===== src/rtl/mem_pkg.sv =====
// Shared definitions for the memory access controller.
//   - default parameter values (RAM depth, write/read hold times, park address)
//   - FSM state encoding
//   - completion record type
package mem_pkg;

  localparam int          DEF_DEPTH     = 32;
  localparam int          DEF_WR_CYCLES = 16;
  localparam int          DEF_RD_CYCLES = 2;
  localparam logic [31:0] DEF_PARK_ADDR = 32'h1000_0000;

  localparam logic [1:0] ST_IDLE  = 2'd0;
  localparam logic [1:0] ST_WRITE = 2'd1;
  localparam logic [1:0] ST_READ  = 2'd2;
  localparam logic [1:0] ST_RESP  = 2'd3;

  // Completion payload, held until the next completion overwrites it.
  typedef struct packed {
    logic [31:0] rdata;
    logic        err;
  } resp_t;

endpackage


===== src/rtl/mem_access_ctrl_if.sv =====
// CPU request/response handshake plus the RAM command bus.
//   slave  : controller side (takes requests, returns responses, drives RAM)
//   master : environment side (CPU issuing requests, RAM returning read data)
interface mem_access_ctrl_if;
  logic        req_valid;
  logic        req_we;
  logic [31:0] req_addr;
  logic [31:0] req_wdata;
  logic        req_ready;
  logic        resp_valid;
  logic [31:0] resp_rdata;
  logic        resp_err;
  logic        ram_w_r;
  logic [31:0] ram_addr;
  logic [31:0] ram_wr_data;
  logic [31:0] ram_rd_data;

  modport slave (
    input  req_valid, req_we, req_addr, req_wdata, ram_rd_data,
    output req_ready, resp_valid, resp_rdata, resp_err,
           ram_w_r, ram_addr, ram_wr_data
  );

  modport master (
    output req_valid, req_we, req_addr, req_wdata, ram_rd_data,
    input  req_ready, resp_valid, resp_rdata, resp_err,
           ram_w_r, ram_addr, ram_wr_data
  );
endinterface


===== src/rtl/mem_access_ctrl.sv =====
// Single-outstanding CPU-to-RAM access controller.
// Accepts one request in IDLE, holds the RAM write command for WR_CYCLES or
// the read command for RD_CYCLES (capturing read data on the last edge),
// then pulses resp_valid for one cycle. Out-of-range addresses complete
// immediately with resp_err and never touch the RAM.
// Ports:
//   clk  - clock, rising edge
//   rst  - asynchronous reset, active low
//   bus  - mem_access_ctrl_if.slave: req_*, resp_*, ram_* signals
// Every output is a flop; the RAM bus value is derived from the next state
// so the command appears in the first cycle after acceptance.
module mem_access_ctrl
  import mem_pkg::*;
#(
  parameter int          DEPTH     = DEF_DEPTH,
  parameter int          WR_CYCLES = DEF_WR_CYCLES,
  parameter int          RD_CYCLES = DEF_RD_CYCLES,
  parameter logic [31:0] PARK_ADDR = DEF_PARK_ADDR
) (
  input  logic             clk,
  input  logic             rst,
  mem_access_ctrl_if.slave bus
);

  localparam logic [31:0] DEPTH_W = 32'(DEPTH);
  localparam logic [7:0]  WR_CNT0 = 8'(WR_CYCLES - 1);
  localparam logic [7:0]  RD_CNT0 = 8'(RD_CYCLES - 1);

  logic [1:0]  state_q,       state_d;
  logic [7:0]  cnt_q,         cnt_d;
  logic [31:0] addr_q,        addr_d;
  logic [31:0] wdata_q,       wdata_d;
  resp_t       resp_q,        resp_d;
  logic        resp_valid_q,  resp_valid_d;
  logic        req_ready_q,   req_ready_d;
  logic        ram_w_r_q,     ram_w_r_d;
  logic [31:0] ram_addr_q,    ram_addr_d;
  logic [31:0] ram_wr_data_q, ram_wr_data_d;

  logic accept;
  // Gating on req_ready_q keeps the cycle right after reset release from
  // accepting while req_ready is still low.
  assign accept = (state_q == ST_IDLE) && req_ready_q && bus.req_valid;

  always_comb begin
    state_d      = state_q;
    cnt_d        = cnt_q;
    addr_d       = addr_q;
    wdata_d      = wdata_q;
    resp_d       = resp_q;
    resp_valid_d = 1'b0;
    req_ready_d  = req_ready_q;

    case (state_q)
      ST_IDLE: begin
        req_ready_d = 1'b1;
        if (accept) begin
          req_ready_d = 1'b0;
          if (bus.req_addr < DEPTH_W) begin
            addr_d  = bus.req_addr;
            wdata_d = bus.req_wdata;
            state_d = bus.req_we ? ST_WRITE : ST_READ;
            cnt_d   = bus.req_we ? WR_CNT0 : RD_CNT0;
          end else begin
            state_d      = ST_RESP;
            resp_valid_d = 1'b1;
            resp_d       = '{rdata: 32'h0, err: 1'b1};
          end
        end
      end
      ST_WRITE: begin
        if (cnt_q == 8'd0) begin
          state_d      = ST_RESP;
          resp_valid_d = 1'b1;
          resp_d       = '{rdata: 32'h0, err: 1'b0};
        end else begin
          cnt_d = cnt_q - 8'd1;
        end
      end
      ST_READ: begin
        if (cnt_q == 8'd0) begin
          state_d      = ST_RESP;
          resp_valid_d = 1'b1;
          resp_d       = '{rdata: bus.ram_rd_data, err: 1'b0};
        end else begin
          cnt_d = cnt_q - 8'd1;
        end
      end
      ST_RESP: begin
        state_d     = ST_IDLE;
        req_ready_d = 1'b1;
      end
      default: begin
        state_d = ST_IDLE;
      end
    endcase

    // RAM bus follows the state being entered; parked unless accessing.
    ram_w_r_d     = 1'b1;
    ram_addr_d    = PARK_ADDR;
    ram_wr_data_d = 32'h0;
    if (state_d == ST_WRITE) begin
      ram_w_r_d     = 1'b0;
      ram_addr_d    = addr_d;
      ram_wr_data_d = wdata_d;
    end else if (state_d == ST_READ) begin
      ram_addr_d    = addr_d;
    end
  end

  always_ff @(posedge clk or negedge rst) begin
    if (!rst) begin
      state_q       <= ST_IDLE;
      cnt_q         <= 8'd0;
      addr_q        <= 32'h0;
      wdata_q       <= 32'h0;
      resp_q        <= '0;
      resp_valid_q  <= 1'b0;
      req_ready_q   <= 1'b0;
      ram_w_r_q     <= 1'b1;
      ram_addr_q    <= PARK_ADDR;
      ram_wr_data_q <= 32'h0;
    end else begin
      state_q       <= state_d;
      cnt_q         <= cnt_d;
      addr_q        <= addr_d;
      wdata_q       <= wdata_d;
      resp_q        <= resp_d;
      resp_valid_q  <= resp_valid_d;
      req_ready_q   <= req_ready_d;
      ram_w_r_q     <= ram_w_r_d;
      ram_addr_q    <= ram_addr_d;
      ram_wr_data_q <= ram_wr_data_d;
    end
  end

  assign bus.req_ready   = req_ready_q;
  assign bus.resp_valid  = resp_valid_q;
  assign bus.resp_rdata  = resp_q.rdata;
  assign bus.resp_err    = resp_q.err;
  assign bus.ram_w_r     = ram_w_r_q;
  assign bus.ram_addr    = ram_addr_q;
  assign bus.ram_wr_data = ram_wr_data_q;

endmodule


===== src/flat_wrapper.sv =====
// flat-port wrapper written by rule: the top's interface ports become plain ports
module mem_access_ctrl_flat import mem_pkg::*;
#(
  parameter int          DEPTH     = DEF_DEPTH,
  parameter int          WR_CYCLES = DEF_WR_CYCLES,
  parameter int          RD_CYCLES = DEF_RD_CYCLES,
  parameter logic [31:0] PARK_ADDR = DEF_PARK_ADDR
)
  (clk, rst, bus_req_valid, bus_req_we, bus_req_addr, bus_req_wdata, bus_ram_rd_data, bus_req_ready, bus_resp_valid, bus_resp_rdata, bus_resp_err, bus_ram_w_r, bus_ram_addr, bus_ram_wr_data);
  mem_access_ctrl_if bus_i ();
  input  logic clk;
  input  logic rst;
  input wire logic [$bits(bus_i.req_valid)-1:0] bus_req_valid;
  input wire logic [$bits(bus_i.req_we)-1:0] bus_req_we;
  input wire logic [$bits(bus_i.req_addr)-1:0] bus_req_addr;
  input wire logic [$bits(bus_i.req_wdata)-1:0] bus_req_wdata;
  input wire logic [$bits(bus_i.ram_rd_data)-1:0] bus_ram_rd_data;
  output wire logic [$bits(bus_i.req_ready)-1:0] bus_req_ready;
  output wire logic [$bits(bus_i.resp_valid)-1:0] bus_resp_valid;
  output wire logic [$bits(bus_i.resp_rdata)-1:0] bus_resp_rdata;
  output wire logic [$bits(bus_i.resp_err)-1:0] bus_resp_err;
  output wire logic [$bits(bus_i.ram_w_r)-1:0] bus_ram_w_r;
  output wire logic [$bits(bus_i.ram_addr)-1:0] bus_ram_addr;
  output wire logic [$bits(bus_i.ram_wr_data)-1:0] bus_ram_wr_data;
  assign bus_i.req_valid = bus_req_valid;
  assign bus_i.req_we = bus_req_we;
  assign bus_i.req_addr = bus_req_addr;
  assign bus_i.req_wdata = bus_req_wdata;
  assign bus_i.ram_rd_data = bus_ram_rd_data;
  assign bus_req_ready = bus_i.req_ready;
  assign bus_resp_valid = bus_i.resp_valid;
  assign bus_resp_rdata = bus_i.resp_rdata;
  assign bus_resp_err = bus_i.resp_err;
  assign bus_ram_w_r = bus_i.ram_w_r;
  assign bus_ram_addr = bus_i.ram_addr;
  assign bus_ram_wr_data = bus_i.ram_wr_data;
  mem_access_ctrl #(.DEPTH(DEPTH), .WR_CYCLES(WR_CYCLES), .RD_CYCLES(RD_CYCLES), .PARK_ADDR(PARK_ADDR)) u_core (.clk(clk), .rst(rst), .bus(bus_i));
endmodule

===== config.mk =====
export PLATFORM = sky130hd
export DESIGN_NAME = mem_access_ctrl_flat
export DESIGN_NICKNAME = d
export VERILOG_FILES = /design/src/rtl/mem_pkg.sv /design/src/rtl/mem_access_ctrl_if.sv /design/src/rtl/mem_access_ctrl.sv /design/src/flat_wrapper.sv
export SDC_FILE = /design/constraint.sdc
export NUM_CORES = 1
export LEC_CHECK = 0
export CAP_MARGIN = 20
export CORE_MARGIN = 2
export CORE_UTILIZATION = 47
export CTS_CLUSTER_SIZE = 28
export DETAILED_ROUTE_END_ITERATION = 6
export HOLD_SLACK_MARGIN = 0.08
export PLACE_DENSITY_LB_ADDON = 0.15
export SKIP_LAST_GASP = 1
export SLEW_MARGIN = 10
export SYNTH_ARGS = -nofsm -noshare
export SYNTH_HDL_FRONTEND = slang
export SYNTH_SLANG_ARGS = --single-unit

===== constraint.sdc =====
create_clock -name clk -period 3.6 [get_ports clk]
set_clock_uncertainty 0.2 [all_clocks]
set_input_delay 0.72 -clock clk [delete_from_list [all_inputs] [get_ports clk]]
set_output_delay 0.72 -clock clk [all_outputs]
set_load 0.01 [all_outputs]

==> impl_results.html, run 1 <==
<table>
<tr><th>Metric</th><th>Value</th></tr>
<tr><th colspan="2">Pwr</th></tr>
<tr><td>Max IR drop VDD</td><td>between 0.3 and 0.4 mV</td></tr>
<tr><td>Design internal power</td><td>4.19 mW</td></tr>
<tr><td>Switching part of the total power</td><td>between 30% and 40%</td></tr>
<tr><td>Static power due to leakage</td><td>between 4 and 5 nW</td></tr>
<tr><td>Clock network power share</td><td>between 30% and 40%</td></tr>
<tr><td>Total net switching power</td><td>between 1.5 and 2 mW</td></tr>
<tr><td>Cell area power density</td><td>between 600 and 700 nW/um2</td></tr>
<tr><td>Power consumption</td><td>between 6 and 7 mW</td></tr>
<tr><td>Sequential group share of total power</td><td>between 30% and 40%</td></tr>
<tr><td>Combinational power share</td><td>around a third</td></tr>
<tr><th colspan="2">Drt</th></tr>
<tr><td>Number of DRC violations after detailed routing</td><td>0</td></tr>
<tr><td>Detailed-routed wire length on met3</td><td>~1.1 mm</td></tr>
<tr><td>Routed wire length</td><td>14.6 mm</td></tr>
<tr><td>Per-cell via count in the routed design</td><td>slightly below 5</td></tr>
<tr><td>WL per Instance</td><td>16.0 um</td></tr>
<tr><td>Iteration-0 DRC count of the detailed router</td><td>about 190</td></tr>
<tr><td>Length of routed wiring on met1</td><td>~6 mm</td></tr>
<tr><td>Amount of wire on met2 after detailed routing</td><td>7.15 mm</td></tr>
<tr><td>Detail Route Antenna Nets</td><td>0</td></tr>
<tr><td>First-pass detailed-route iteration total</td><td>4</td></tr>
<tr><td>Highest signal layer in the routed design</td><td>met4</td></tr>
<tr><td>Via count</td><td>between 4,000 and 5,000</td></tr>
<tr><th colspan="2">Place</th></tr>
<tr><td>Number of port buffers</td><td>a little under 200</td></tr>
<tr><td>Worst setup slack before clock tree synthesis</td><td>156 ps</td></tr>
<tr><td>Post-detailed-placement half-perimeter wirelength</td><td>~10 mm</td></tr>
<tr><td>Final RePlAce weighted congestion</td><td>approximately 0.8</td></tr>
<tr><th colspan="2">Synthesis</th></tr>
<tr><td>Most frequent cells after synthesis</td><td>sky130_fd_sc_hd__dfrtp_1 (172), sky130_fd_sc_hd__and2_1 (60), sky130_fd_sc_hd__nand2_1 (46)</td></tr>
<tr><td>Mapped Avg Cell Area</td><td>approximately 13 um2</td></tr>
<tr><td>YS warnings</td><td>0</td></tr>
<tr><td>EDFF count, synth</td><td>0</td></tr>
<tr><td>Count of unique library cells instantiated by Yosys</td><td>45</td></tr>
<tr><td>Library cell with the largest summed area after synthesis</td><td>sky130_fd_sc_hd__dfrtp_1</td></tr>
<tr><td>Number of standard cells after synthesis</td><td>515</td></tr>
<tr><td>Mapped cell area</td><td>roughly 6700 um2</td></tr>
<tr><td>Part of the Yosys area used for sequential elements</td><td>between 60% and 70%</td></tr>
<tr><td>Most frequently used cell type in the post-synthesis netlist</td><td>sky130_fd_sc_hd__dfrtp_1</td></tr>
<tr><td>Top cells by area, synth</td><td>sky130_fd_sc_hd__dfrtp_1 (65%), sky130_fd_sc_hd__mux2_2 (6.6%), sky130_fd_sc_hd__and2_1 (5.6%)</td></tr>
<tr><td>Synth async-reset ratio</td><td>100%</td></tr>
<tr><td>Predominant post-synthesis flop cell</td><td>sky130_fd_sc_hd__dfrtp_1</td></tr>
<tr><td>Number of nets in the synthesized netlist</td><td>620</td></tr>
<tr><td>Fraction of synthesized cell area taken by the top area cell type</td><td>64.6%</td></tr>
<tr><td>Count of state elements after synthesis</td><td>roughly 170</td></tr>
<tr><th colspan="2">Timing</th></tr>
<tr><td>Worst hold slack</td><td>between 90 and 100 ps</td></tr>
<tr><td>Post-route minimum period</td><td>roughly 3000 ps</td></tr>
<tr><td>Portion of the clock cycle consumed by the worst path in the final layout</td><td>a little over four fifths</td></tr>
<tr><td>Number of setup violations in the final report</td><td>0</td></tr>
<tr><td>Max_slew headroom</td><td>a little over half</td></tr>
<tr><td>Number of slew-limit violations in the final report</td><td>0</td></tr>
<tr><td>Unrepaired setup endpoints after global routing</td><td>no</td></tr>
<tr><td>Accumulated negative setup slack</td><td>0 ps</td></tr>
<tr><td>Highest achievable clock rate</td><td>331 MHz</td></tr>
<tr><td>Worst-margin pin slew</td><td>696 ps</td></tr>
<tr><td>Final number of hold-violating endpoints</td><td>0</td></tr>
<tr><td>Fin worst setup slack</td><td>between 500 and 600 ps</td></tr>
<tr><th colspan="2">GRT</th></tr>
<tr><td>Antenna violations before repair</td><td>0</td></tr>
<tr><td>First-pass GRT wire length</td><td>about 23 mm</td></tr>
<tr><td>Largest net degree at the start of global routing</td><td>73</td></tr>
<tr><td>Total routing resource utilization after global routing</td><td>roughly a fifth</td></tr>
<tr><td>Vias in the first global route</td><td>~4,600</td></tr>
<tr><td>Total global routing overflow</td><td>0</td></tr>
<tr><th colspan="2">Final layout</th></tr>
<tr><td>NumNets Final</td><td>a little over 800</td></tr>
<tr><td>Utilization after layout</td><td>between 60% and 70%</td></tr>
<tr><td>Number of diodes added for antenna fixing</td><td>0</td></tr>
<tr><td>Layout cell share with drive strength beyond 1</td><td>12.0%</td></tr>
<tr><td>Area overhead of the layout relative to synthesis</td><td>42.9%</td></tr>
<tr><th colspan="2">Floorplan</th></tr>
<tr><td>Die Width</td><td>between 100 and 150 um</td></tr>
<tr><td>Core area</td><td>around 14,000 um2</td></tr>
<tr><td>Starting Density</td><td>~48%</td></tr>
<tr><td>Top-Level Pins</td><td>200</td></tr>
<tr><td>Vertical die dimension</td><td>~120 um</td></tr>
<tr><td>Floorplan row count</td><td>43</td></tr>
<tr><td>Die Outline Area</td><td>between 15,000 and 20,000 um2</td></tr>
<tr><th colspan="2">Clock network</th></tr>
<tr><td>Clock Path Buffers</td><td>2</td></tr>
<tr><td>Post-CTS Setup Repair Bufs</td><td>0</td></tr>
<tr><td>Count of hold buffers inserted by post-cts repair</td><td>0</td></tr>
<tr><td>Resized cells post-CTS</td><td>0</td></tr>
<tr><td>TritonCTS clock tree</td><td>yes</td></tr>
<tr><td>CTS sink count</td><td>174</td></tr>
<tr><td>Insertion delay of the later-clocked pin in the worst-skew pair</td><td>around 410 ps</td></tr>
<tr><td>TritonCTS buffer count</td><td>17</td></tr>
<tr><td>Clock transition at the registers of the reported paths</td><td>~60 ps</td></tr>
<tr><td>CTS Root Cell</td><td>sky130_fd_sc_hd__clkbuf_16</td></tr>
<tr><td>Maximum level of the CTS H-tree</td><td>4</td></tr>
<tr><th colspan="2">Worst setup path</th></tr>
<tr><td>Path depth of the worst reg2reg path</td><td>8</td></tr>
<tr><td>Crit path DAT</td><td>3110 ps</td></tr>
<tr><td>Critical Path Source</td><td>bus_req_addr[16]</td></tr>
<tr><td>Worst EP required</td><td>3690 ps</td></tr>
<tr><td>Peak fanout along the critical path</td><td>37</td></tr>
<tr><td>Kind of critical path</td><td>in2reg</td></tr>
<tr><td>Worst setup EP type</td><td>flop</td></tr>
<tr><td>Worst Setup EP</td><td>u_core.bus.ram_wr_data[7]</td></tr>
<tr><td>Setup crit start kind</td><td>input pin</td></tr>
<tr><td>End of the worst register-to-register path</td><td>u_core.bus.ram_wr_data[23]</td></tr>
<tr><td>Reg-to-reg slack, setup</td><td>about 830 ps</td></tr>
<tr><td>R2R Path Start</td><td>u_core.state_q[0]</td></tr>
<tr><th colspan="2">Hold path</th></tr>
<tr><td>Path category of the worst min-delay check</td><td>in2async</td></tr>
<tr><th colspan="2">Outcome</th></tr>
<tr><td>Result of the run</td><td>finished clean</td></tr>
<tr><th colspan="2">Job</th></tr>
<tr><td>Number of max-cap violations</td><td>0</td></tr>
</table>
-- worst max-delay path, cell delays in order --
cell and delay, ps:
sky130_fd_sc_hd__clkdlybuf4s50_1 400, sky130_fd_sc_hd__or4_1 550, sky130_fd_sc_hd__or3_4 440, sky130_fd_sc_hd__nor3_4 210, sky130_fd_sc_hd__buf_12 260, sky130_fd_sc_hd__mux2_2 370
sky130_fd_sc_hd__nor2b_1 140
-- area by class of cell --
type	count	area, um2
Fill cell	1015	4360
Inverter	40	150
Clock buffer	23	488
Clock inverter	8	130
Sequential cell	174	4360
Timing Repair Buffer	209	2120
Tap cell	180	225
Multi-Input combinational cell	279	2050
-- layer usage --
| layer | vias to the layer above | global-route usage, % |
|---|---|---|
| met4 | 0 | 7.39 |
| met1 | 2230 | 24.7 |
| met5 | - | 0 |
| met3 | 19 | 6.23 |
| li1 | 2102 | - |
| met2 | 152 | 32.3 |
-- metrics by stage --
step                instances  cell area [um2]
floorplan                 515             6660
global placement          882             8900
detailed placement        882             8900
CTS                       913             9520
global route              913             9520
finish                    913             9520
-- flip-flops by register name (all words and copies together), names as in the netlist --
name / flops
u_core.bus.resp_rdata: 32
u_core.bus.ram_wr_data: 32
u_core.addr_q: 32
u_core.bus.resp_valid: 1
u_core.bus.ram_w_r: 1
u_core.wdata_q: 32
u_core.bus.resp_err: 1
u_core.bus.ram_addr: 32
u_core.bus.req_ready: 1
u_core.state_q: 2
u_core.cnt_q: 8
-- power by group through the flow --
stage / Combinational (mW) / Clock, mW / Sequential, mW
after floorplan: 1.13 / 0 / 2.31
after global placement: 1.94 / 0 / 2.27
after detailed placement: 2.00 / 0 / 2.28
after CTS: 2.00 / 1.93 / 2.25
after global routing: 2.17 / 2.02 / 2.27
final: 1.97 / 1.88 / 2.25
-- worst min path at each step --
stage / end / slack [ps] / cells after the start
finish: u_core.bus.resp_rdata[3] / 90 / 1
global route: u_core.bus.ram_wr_data[24] / 150 / 1
CTS: u_core.bus.resp_rdata[3] / 130 / 1
detailed placement: u_core.addr_q[17] / 260 / 1
global placement: u_core.addr_q[10] / 260 / 1
floorplan: u_core.addr_q[0] / 220 / 0
-- placed cells by master (no fill, tap or decap), types with 2 or more instances in the layout --
| cell type | instances |
|---|---|
| sky130_fd_sc_hd__nand3_1 | 3 |
| sky130_fd_sc_hd__nand2b_1 | 3 |
| sky130_fd_sc_hd__dfrtp_1 | 172 |
| sky130_fd_sc_hd__dfstp_2 | 2 |
| sky130_fd_sc_hd__a21oi_1 | 2 |
| sky130_fd_sc_hd__clkdlybuf4s50_1 | 198 |
| sky130_fd_sc_hd__bufinv_16 | 3 |
| sky130_fd_sc_hd__ha_1 | 5 |
| sky130_fd_sc_hd__mux2i_1 | 33 |
| sky130_fd_sc_hd__clkbuf_16 | 17 |
| sky130_fd_sc_hd__inv_1 | 40 |
| sky130_fd_sc_hd__clkbuf_8 | 4 |
| sky130_fd_sc_hd__or3_1 | 3 |
| sky130_fd_sc_hd__buf_12 | 4 |
| sky130_fd_sc_hd__o211ai_1 | 4 |
| sky130_fd_sc_hd__clkinv_4 | 3 |
| sky130_fd_sc_hd__nor2b_1 | 23 |
| sky130_fd_sc_hd__nor2_1 | 7 |
| sky130_fd_sc_hd__buf_4 | 6 |
| sky130_fd_sc_hd__or4_1 | 6 |
| sky130_fd_sc_hd__and2b_1 | 9 |
| sky130_fd_sc_hd__o21ai_0 | 3 |
| sky130_fd_sc_hd__and2_1 | 60 |
| sky130_fd_sc_hd__a211o_1 | 2 |
| sky130_fd_sc_hd__clkbuf_1 | 2 |
| sky130_fd_sc_hd__nand4_1 | 3 |
| sky130_fd_sc_hd__nor4_1 | 6 |
| sky130_fd_sc_hd__a211oi_1 | 2 |
| sky130_fd_sc_hd__nand2_1 | 46 |
| sky130_fd_sc_hd__mux2_2 | 39 |
-- kinds of logic (layout without fill, tap and decap cells) --
group | after synthesis | in the layout | synth area share, %
buf+inv | 62 | 280 | 3.92
fa+ha+maj | 5 | 5 | 0.939
flops | 174 | 174 | 65.4
simple gates | 177 | 177 | 15.2
compound gates | 25 | 25 | 2.97
mux | 72 | 72 | 11.5
Note: power is estimated with default switching activity, not from simulation.
==> inputs of run 2 (changes only) <==
==> constraint.sdc (replaced) <==
create_clock -name clk -period 2.8 [get_ports clk]
set_clock_uncertainty 0.2 [all_clocks]
set_input_delay 0.56 -clock clk [delete_from_list [all_inputs] [get_ports clk]]
set_output_delay 0.56 -clock clk [all_outputs]
set_load 0.01 [all_outputs]
==> impl_results.html, run 2 (synthesis results as in run 1) <==
<table>
<tr><th>Metric</th><th>Value</th></tr>
<tr><th colspan="2">Timing</th></tr>
<tr><td>Post-route minimum period</td><td>2730 ps</td></tr>
<tr><td>Worst-margin pin slew</td><td>639 ps (-57.1 ps)</td></tr>
<tr><td>Worst hold slack</td><td>276 ps (+181 ps)</td></tr>
<tr><td>Highest achievable clock rate</td><td>about 370 MHz</td></tr>
<tr><td>Number of setup violations in the final report</td><td>0 (unchanged)</td></tr>
<tr><td>Max_slew headroom</td><td>57.4% (+4.0 points)</td></tr>
<tr><td>Number of slew-limit violations in the final report</td><td>0 (unchanged)</td></tr>
<tr><td>Unrepaired setup endpoints after global routing</td><td>no</td></tr>
<tr><td>Final number of hold-violating endpoints</td><td>0 (unchanged)</td></tr>
<tr><td>Portion of the clock cycle consumed by the worst path in the final layout</td><td>97.4%</td></tr>
<tr><th colspan="2">Clock network</th></tr>
<tr><td>CTS sink count</td><td>174 (unchanged)</td></tr>
<tr><td>CTS Root Cell</td><td>sky130_fd_sc_hd__clkbuf_16</td></tr>
<tr><td>Clock transition at the registers of the reported paths</td><td>70 ps (about the same)</td></tr>
<tr><td>Maximum level of the CTS H-tree</td><td>4 (unchanged)</td></tr>
<tr><td>TritonCTS buffer count</td><td>17 (unchanged)</td></tr>
<tr><td>Insertion delay of the later-clocked pin in the worst-skew pair</td><td>410 ps (about the same)</td></tr>
<tr><td>Clock Path Buffers</td><td>2 (unchanged)</td></tr>
<tr><td>TritonCTS clock tree</td><td>yes</td></tr>
<tr><th colspan="2">Drt</th></tr>
<tr><td>Iteration-0 DRC count of the detailed router</td><td>211 (+9.9%)</td></tr>
<tr><td>Via count</td><td>4,553 (+1.1%)</td></tr>
<tr><td>Per-cell via count in the routed design</td><td>4.87 (-1.3%)</td></tr>
<tr><td>Detail Route Antenna Nets</td><td>0 (unchanged)</td></tr>
<tr><td>Number of DRC violations after detailed routing</td><td>0 (unchanged)</td></tr>
<tr><td>First-pass detailed-route iteration total</td><td>4 (unchanged)</td></tr>
<tr><td>WL per Instance</td><td>16.5 um (+3.3%)</td></tr>
<tr><td>Routed wire length</td><td>15.4 mm (+5.7%)</td></tr>
<tr><th colspan="2">Floorplan</th></tr>
<tr><td>Die Width</td><td>123 um (unchanged)</td></tr>
<tr><td>Core area</td><td>13,900 um2 (unchanged)</td></tr>
<tr><td>Starting Density</td><td>48.0% (unchanged)</td></tr>
<tr><td>Vertical die dimension</td><td>123 um (unchanged)</td></tr>
<tr><td>Floorplan row count</td><td>43 (unchanged)</td></tr>
<tr><td>Die Outline Area</td><td>15,100 um2 (unchanged)</td></tr>
<tr><td>Top-Level Pins</td><td>200 (unchanged)</td></tr>
<tr><th colspan="2">Final layout</th></tr>
<tr><td>Most common library cell in the layout ignoring fill and taps</td><td>sky130_fd_sc_hd__clkdlybuf4s50_1</td></tr>
<tr><td>NumNets Final</td><td>846 (+2.4%)</td></tr>
<tr><td>Commonest non-fill, non-tap cells in the layout</td><td>sky130_fd_sc_hd__clkdlybuf4s50_1 (191), sky130_fd_sc_hd__dfrtp_1 (172), sky130_fd_sc_hd__and2_1 (60)</td></tr>
<tr><td>Final cell count without fillers</td><td>935 (+2.4%)</td></tr>
<tr><td>Area overhead of the layout relative to synthesis</td><td>48.2%</td></tr>
<tr><td>Layout cell share with drive strength beyond 1</td><td>14.5% (+2.5 points)</td></tr>
<tr><th colspan="2">Worst setup path</th></tr>
<tr><td>Path depth of the worst reg2reg path</td><td>8 (unchanged)</td></tr>
<tr><td>Peak fanout along the critical path</td><td>8 (-78%)</td></tr>
<tr><td>R2R Path Start</td><td>u_core.state_q[0]</td></tr>
<tr><td>Worst EP required</td><td>2910 ps (-780 ps)</td></tr>
<tr><td>Kind of critical path</td><td>in2reg</td></tr>
<tr><td>Reg-to-reg slack, setup</td><td>270 ps (-560 ps)</td></tr>
<tr><td>End of the worst register-to-register path</td><td>u_core.bus.ram_wr_data[28]</td></tr>
<tr><td>Crit path DAT</td><td>2840 ps (-270 ps)</td></tr>
<tr><td>Setup crit start kind</td><td>input pin</td></tr>
<tr><td>Worst setup EP type</td><td>flop</td></tr>
<tr><th colspan="2">Place</th></tr>
<tr><td>Post-detailed-placement half-perimeter wirelength</td><td>10.5 mm (+2.5%)</td></tr>
<tr><td>Final RePlAce weighted congestion</td><td>0.801 (+1.5%)</td></tr>
<tr><td>Number of port buffers</td><td>199 (unchanged)</td></tr>
<tr><td>Placed insts</td><td>896 (+1.6%)</td></tr>
<tr><th colspan="2">Pwr</th></tr>
<tr><td>Max IR drop VDD</td><td>0.444 mV (+12%)</td></tr>
<tr><td>Static power due to leakage</td><td>4.68 nW (+4.5%)</td></tr>
<tr><td>Cell area power density</td><td>800 nW/um2 (+25%)</td></tr>
<tr><th colspan="2">GRT</th></tr>
<tr><td>First-pass GRT wire length</td><td>24.6 mm (+7.8%)</td></tr>
<tr><td>Antenna violations before repair</td><td>1 (+1)</td></tr>
<tr><td>Total global routing overflow</td><td>0 (unchanged)</td></tr>
<tr><td>Largest net degree at the start of global routing</td><td>67 (-8.2%)</td></tr>
<tr><td>Total routing resource utilization after global routing</td><td>21.4% (+1.7 points)</td></tr>
<tr><td>Vias in the first global route</td><td>4,937 (+8.3%)</td></tr>
<tr><th colspan="2">Outcome</th></tr>
<tr><td>Result of the run</td><td>finished clean</td></tr>
<tr><th colspan="2">Hold path</th></tr>
<tr><td>Hold Path Stages</td><td>1</td></tr>
<tr><td>Worst min-delay path endpoint</td><td>u_core.addr_q[23]</td></tr>
<tr><td>Path category of the worst min-delay check</td><td>reg2reg</td></tr>
<tr><td>Startpoint of the worst hold path</td><td>u_core.addr_q[23]</td></tr>
<tr><th colspan="2">Job</th></tr>
<tr><td>Number of max-cap violations</td><td>0 (unchanged)</td></tr>
</table>
-- run 2: report_power, final --
group	switching (mW)	total, mW	leakage [nW]	internal [mW]
clock	0.994	2.33	0.282	1.34
sequential	0.147	2.89	2.39	2.74
combinational	1.42	2.68	2.01	1.26
-- run 2: timing repair --
| action | in CTS | in global routing |
|---|---|---|
| pin swaps | 0 | 4 |
| cloned | 1 | 2 |
| setup buffers | 1 | 1 |
| hold buffers | 1 | 0 |
| setup endpoints to repair | 26 | 38 |
| gates resized for setup | 1 | 15 |
| hold endpoints to repair | 60 | 0 |
-- run 2: cell type report --
cell class	count	area [um2]
fillers	1009	4010
repair buffers	229	2390
diodes	1	2.50
multi-input cells	279	2160
clock inverters	13	155
clock buffers	19	433
well taps	180	225
flip-flops and latches	174	4360
inverters	40	150
-- run 2: metrics by stage --
stage	power [mW]	worst slack (ps)	util, %	setup TNS [ps]	cell area [um2]
after detailed placement	5.64	-517	65.8	-59700	9130
after CTS	8.00	-53.1	70.4	-1200	9770
after floorplan	4.43	-43.5	-	-1030	6750
after global routing	8.38	18.1	71.1	0	9870
final	7.90	72.0	71.1	0	9870
after global placement	5.53	-451	65.8	-56200	9130
-- run 2: how the worst max path moves through the flow --
stage,to,startpoint,cells after the start,slack (ps)
floorplan,u_core.bus.ram_wr_data[22],bus_req_addr[13],6,-40
global placement,u_core.bus.ram_wr_data[0],bus_req_addr[16],7,-450
detailed placement,u_core.bus.ram_wr_data[8],bus_req_addr[16],7,-520
CTS,u_core.bus.ram_wr_data[30],bus_req_addr[13],7,-50
global route,u_core.bus.resp_rdata[15],u_core.cnt_q[0],8,20
finish,u_core.bus.ram_wr_data[28],bus_req_addr[5],8,70
-- run 2: critical path, stage by stage --
cell and delay, ps:
sky130_fd_sc_hd__clkdlybuf4s50_1 410, sky130_fd_sc_hd__or4_4 430, sky130_fd_sc_hd__or3_4 420, sky130_fd_sc_hd__nor3_4 240, sky130_fd_sc_hd__buf_6 150, sky130_fd_sc_hd__clkbuf_16 170
sky130_fd_sc_hd__mux2_4 310, sky130_fd_sc_hd__and2b_1 160
-- run 2: metal layers --
| layer | wire length, um | GRT usage, % | vias up | share of wire (%) |
|---|---|---|---|---|
| met5 | 0 | 0 | - | 0 |
| met1 | 6170 | 25.8 | 2216 | 40 |
| li1 | - | - | 2134 | - |
| met3 | 1440 | 8.90 | 23 | 9.3 |
| met2 | 7550 | 34.5 | 180 | 49 |
| met4 | 272 | 8.17 | 0 | 1.8 |
==> inputs of run 3 (changes only) <==
--- a/config.mk
+++ b/config.mk
@@ -7,9 +7,11 @@
 export LEC_CHECK = 0
 export CAP_MARGIN = 20
 export CORE_MARGIN = 2
-export CORE_UTILIZATION = 47
+export CORE_UTILIZATION = 60
+export CTS_CLUSTER_DIAMETER = 200
 export CTS_CLUSTER_SIZE = 28
 export DETAILED_ROUTE_END_ITERATION = 6
+export DONT_BUFFER_PORTS = 1
 export HOLD_SLACK_MARGIN = 0.08
 export PLACE_DENSITY_LB_ADDON = 0.15
 export SKIP_LAST_GASP = 1
==> impl_results.html, run 3 (synthesis results as in run 1) <==
<table>
<tr><th>Metric</th><th>Value</th></tr>
<tr><th colspan="2">Outcome</th></tr>
<tr><td>Result of the run</td><td>finished, violations left</td></tr>
<tr><td>Violations in the final reports</td><td>hold timing</td></tr>
<tr><th colspan="2">Drt</th></tr>
<tr><td>Number of DRC violations after detailed routing</td><td>0 (unchanged)</td></tr>
<tr><td>Detail Route Antenna Nets</td><td>0 (unchanged)</td></tr>
<tr><td>Routed wire length</td><td>13.3 mm (-14%)</td></tr>
<tr><td>WL per Instance</td><td>17.8 um (+8.1%)</td></tr>
<tr><td>Iteration-0 DRC count of the detailed router</td><td>211 (unchanged)</td></tr>
<tr><td>Per-cell via count in the routed design</td><td>5.33 (+9.4%)</td></tr>
<tr><td>Via count</td><td>3,970 (-13%)</td></tr>
<tr><td>First-pass detailed-route iteration total</td><td>5 (+1)</td></tr>
<tr><th colspan="2">Timing</th></tr>
<tr><td>Number of setup violations in the final report</td><td>0 (unchanged)</td></tr>
<tr><td>Unrepaired setup endpoints after global routing</td><td>no</td></tr>
<tr><td>Max_slew headroom</td><td>55.0% (-2.4 points)</td></tr>
<tr><td>Number of slew-limit violations in the final report</td><td>0 (unchanged)</td></tr>
<tr><td>Worst-margin pin slew</td><td>671 ps (+32.6 ps)</td></tr>
<tr><td>Worst hold slack</td><td>-467 ps (-743 ps)</td></tr>
<tr><td>Highest achievable clock rate</td><td>395 MHz (+7.7%)</td></tr>
<tr><td>Final number of hold-violating endpoints</td><td>174 (+174)</td></tr>
<tr><td>Portion of the clock cycle consumed by the worst path in the final layout</td><td>90.4% (-7.0 points)</td></tr>
<tr><td>Post-route minimum period</td><td>2530 ps (-196 ps)</td></tr>
<tr><th colspan="2">Hold path</th></tr>
<tr><td>Path category of the worst min-delay check</td><td>in2async</td></tr>
<tr><th colspan="2">Worst setup path</th></tr>
<tr><td>Worst setup EP type</td><td>flop</td></tr>
<tr><td>Crit path DAT</td><td>2780 ps (-60 ps)</td></tr>
<tr><td>Kind of critical path</td><td>reg2reg</td></tr>
<tr><td>Library cell contributing the largest single delay on the critical path</td><td>sky130_fd_sc_hd__a31oi_1</td></tr>
<tr><td>Peak fanout along the critical path</td><td>9 (+1)</td></tr>
<tr><td>Worst EP required</td><td>3050 ps (+140 ps)</td></tr>
<tr><td>Maximum cell stage delay along the critical path</td><td>500 ps (+70 ps)</td></tr>
<tr><td>Setup crit start kind</td><td>flop</td></tr>
<tr><td>Reg-to-reg slack, setup</td><td>270 ps (about the same)</td></tr>
<tr><td>Critical Path, Cell by Cell</td><td>inv_1 &gt; ha_1 &gt; buf_4 &gt; a31oi_1 &gt; nand3_1 &gt; or4_1 &gt; nand2_1</td></tr>
<tr><th colspan="2">Pwr</th></tr>
<tr><td>Static power due to leakage</td><td>4.03 nW (-14%)</td></tr>
<tr><td>Sequential group share of total power</td><td>40.7% (+4.1 points)</td></tr>
<tr><td>Switching part of the total power</td><td>34.1% (+1.8 points)</td></tr>
<tr><td>Max IR drop VDD</td><td>0.620 mV (+40%)</td></tr>
<tr><td>Design internal power</td><td>4.81 mW (-9.8%)</td></tr>
<tr><td>Cell area power density</td><td>889 nW/um2 (+11%)</td></tr>
<tr><td>Total net switching power</td><td>2.50 mW (-2.4%)</td></tr>
<tr><td>Clock network power share</td><td>30.2% (+0.7 points)</td></tr>
<tr><td>Combinational power share</td><td>29.1% (-4.8 points)</td></tr>
<tr><th colspan="2">Floorplan</th></tr>
<tr><td>Top-Level Pins</td><td>200 (unchanged)</td></tr>
<tr><td>Starting Density</td><td>61.5% (+13 points)</td></tr>
<tr><td>Floorplan row count</td><td>38 (-12%)</td></tr>
<tr><td>Vertical die dimension</td><td>109 um (-11%)</td></tr>
<tr><td>Die Outline Area</td><td>12,000 um2 (-21%)</td></tr>
<tr><td>Die Width</td><td>109 um (-11%)</td></tr>
<tr><td>Core area</td><td>10,800 um2 (-22%)</td></tr>
<tr><th colspan="2">Clock network</th></tr>
<tr><td>CTS sink count</td><td>174 (unchanged)</td></tr>
<tr><td>Clock transition at the registers of the reported paths</td><td>70 ps (about the same)</td></tr>
<tr><td>Resized cells post-CTS</td><td>0 (-1)</td></tr>
<tr><td>TritonCTS buffer count</td><td>17 (unchanged)</td></tr>
<tr><td>Maximum level of the CTS H-tree</td><td>4 (unchanged)</td></tr>
<tr><td>CTS Root Cell</td><td>sky130_fd_sc_hd__clkbuf_8</td></tr>
<tr><td>TritonCTS clock tree</td><td>yes</td></tr>
<tr><td>Count of hold buffers inserted by post-cts repair</td><td>69 (+68)</td></tr>
<tr><td>Insertion delay of the later-clocked pin in the worst-skew pair</td><td>510 ps (+100 ps)</td></tr>
<tr><td>Post-CTS Setup Repair Bufs</td><td>0 (-1)</td></tr>
<tr><td>Clock Path Buffers</td><td>2 (unchanged)</td></tr>
<tr><th colspan="2">Final layout</th></tr>
<tr><td>Final cell count without fillers</td><td>745 (-20%)</td></tr>
<tr><td>NumNets Final</td><td>697 (-18%)</td></tr>
<tr><td>Commonest non-fill, non-tap cells in the layout</td><td>sky130_fd_sc_hd__dfrtp_1 (172), sky130_fd_sc_hd__dlygate4sd3_1 (69), sky130_fd_sc_hd__and2_1 (60)</td></tr>
<tr><td>Fillcell total</td><td>654 (-35%)</td></tr>
<tr><td>Area overhead of the layout relative to synthesis</td><td>23.5%</td></tr>
<tr><td>Layout cell share with drive strength beyond 1</td><td>15.0% (+0.59 points)</td></tr>
<tr><td>Most common library cell in the layout ignoring fill and taps</td><td>sky130_fd_sc_hd__dfrtp_1</td></tr>
<tr><td>Number of diodes added for antenna fixing</td><td>0 (-1)</td></tr>
<tr><th colspan="2">Place</th></tr>
<tr><td>Post-detailed-placement half-perimeter wirelength</td><td>8.32 mm (-21%)</td></tr>
<tr><td>Placed insts</td><td>644 (-28%)</td></tr>
<tr><td>Final RePlAce weighted congestion</td><td>0.814 (+1.5%)</td></tr>
<tr><td>Number of port buffers</td><td>0 (-100%)</td></tr>
<tr><th colspan="2">Job</th></tr>
<tr><td>Number of max-cap violations</td><td>0 (unchanged)</td></tr>
<tr><th colspan="2">GRT</th></tr>
<tr><td>Total global routing overflow</td><td>0 (unchanged)</td></tr>
<tr><td>Antenna violations before repair</td><td>0 (-1)</td></tr>
<tr><td>Vias in the first global route</td><td>4,146 (-16%)</td></tr>
<tr><td>Largest net degree at the start of global routing</td><td>175 (+160%)</td></tr>
<tr><td>Total routing resource utilization after global routing</td><td>22.7% (+1.3 points)</td></tr>
<tr><td>First-pass GRT wire length</td><td>20.5 mm (-17%)</td></tr>
</table>
==> run 3: changes by cell type in the layout (fill, tap and decap cells not counted), sizes merged <==
cell	delta
clkdlybuf4s50	-191
dlygate4sd3	+68
buf	-17
dlymetal6s2s	-7
clkbuf	-3
bufinv	-2
inv	+2
clkinvlp	+1
diode	-1
==> run 3: worst max-delay path: cells and delay by family (launching register included) <==
| family | cells | cell delay (ps) |
|---|---|---|
| simple gates | 3 | 720 |
| compound gates | 1 | 500 |
| flops | 1 | 410 |
| fa+ha+maj | 1 | 360 |
| buf+inv | 2 | 290 |
==> run 3: power groups by stage <==
| stage | logic (mW) | clock network (mW) | registers (mW) |
|---|---|---|---|
| 5_1_grt | 2.34 | 2.37 | 3.00 |
| 3_5_place_dp | 2.05 | 0 | 3.02 |
| 4_1_cts | 2.14 | 2.25 | 2.97 |
| 2_1_floorplan | 1.46 | 0 | 2.97 |
| 3_3_place_gp | 1.98 | 0 | 3.01 |
| 6_report | 2.13 | 2.21 | 2.98 |
==> run 3: layout make-up <==
cell class	count	area, um2	area share, %
flip-flops and latches	174	4360	53.0
multi-input cells	279	2140	26.0
repair buffers	80	836	10.2
clock buffers	18	428	5.20
well taps	140	175	2.13
inverters	40	150	1.83
clock inverters	14	141	1.72
==> run 3: final timing paths <==
path                                    from                        end  cells past startpoint
min in group clk                  bus_req_we            u_core.cnt_q[3]                      2
max in group asynchronous                rst         u_core.bus.ram_w_r                      0
max reg2reg                u_core.state_q[0]            u_core.cnt_q[5]                      7
min reg2reg                u_core.addr_q[20]          u_core.addr_q[20]                      1
min                                      rst  u_core.bus.resp_rdata[20]                      0
max                        u_core.state_q[0]            u_core.cnt_q[5]                      7
==> run 3: per-stage QoR <==
stage | cell area [um2] | TNS, ps | setup slack (ps) | utilization, % | power [mW]
global placement | 6970 | 0 | 4.79 | 64.3 | 4.99
global route | 8230 | 0 | 44.6 | 75.9 | 7.72
CTS | 8230 | 0 | 290 | 75.9 | 7.37
floorplan | 6750 | -1030 | -43.5 | - | 4.43
finish | 8230 | 0 | 268 | 75.9 | 7.31
detailed placement | 6970 | -682 | -50.8 | 64.3 | 5.07
==> run 3: routing by layer <==
layer / global-route usage (%) / routed length [um] / vias to the layer above
met4: 7.87 / 129 / 0
met1: 28.2 / 5460 / 1961
met5: 0 / 0 / -
met2: 37.6 / 6540 / 152
li1: - / - / 1847
met3: 7.53 / 1160 / 10
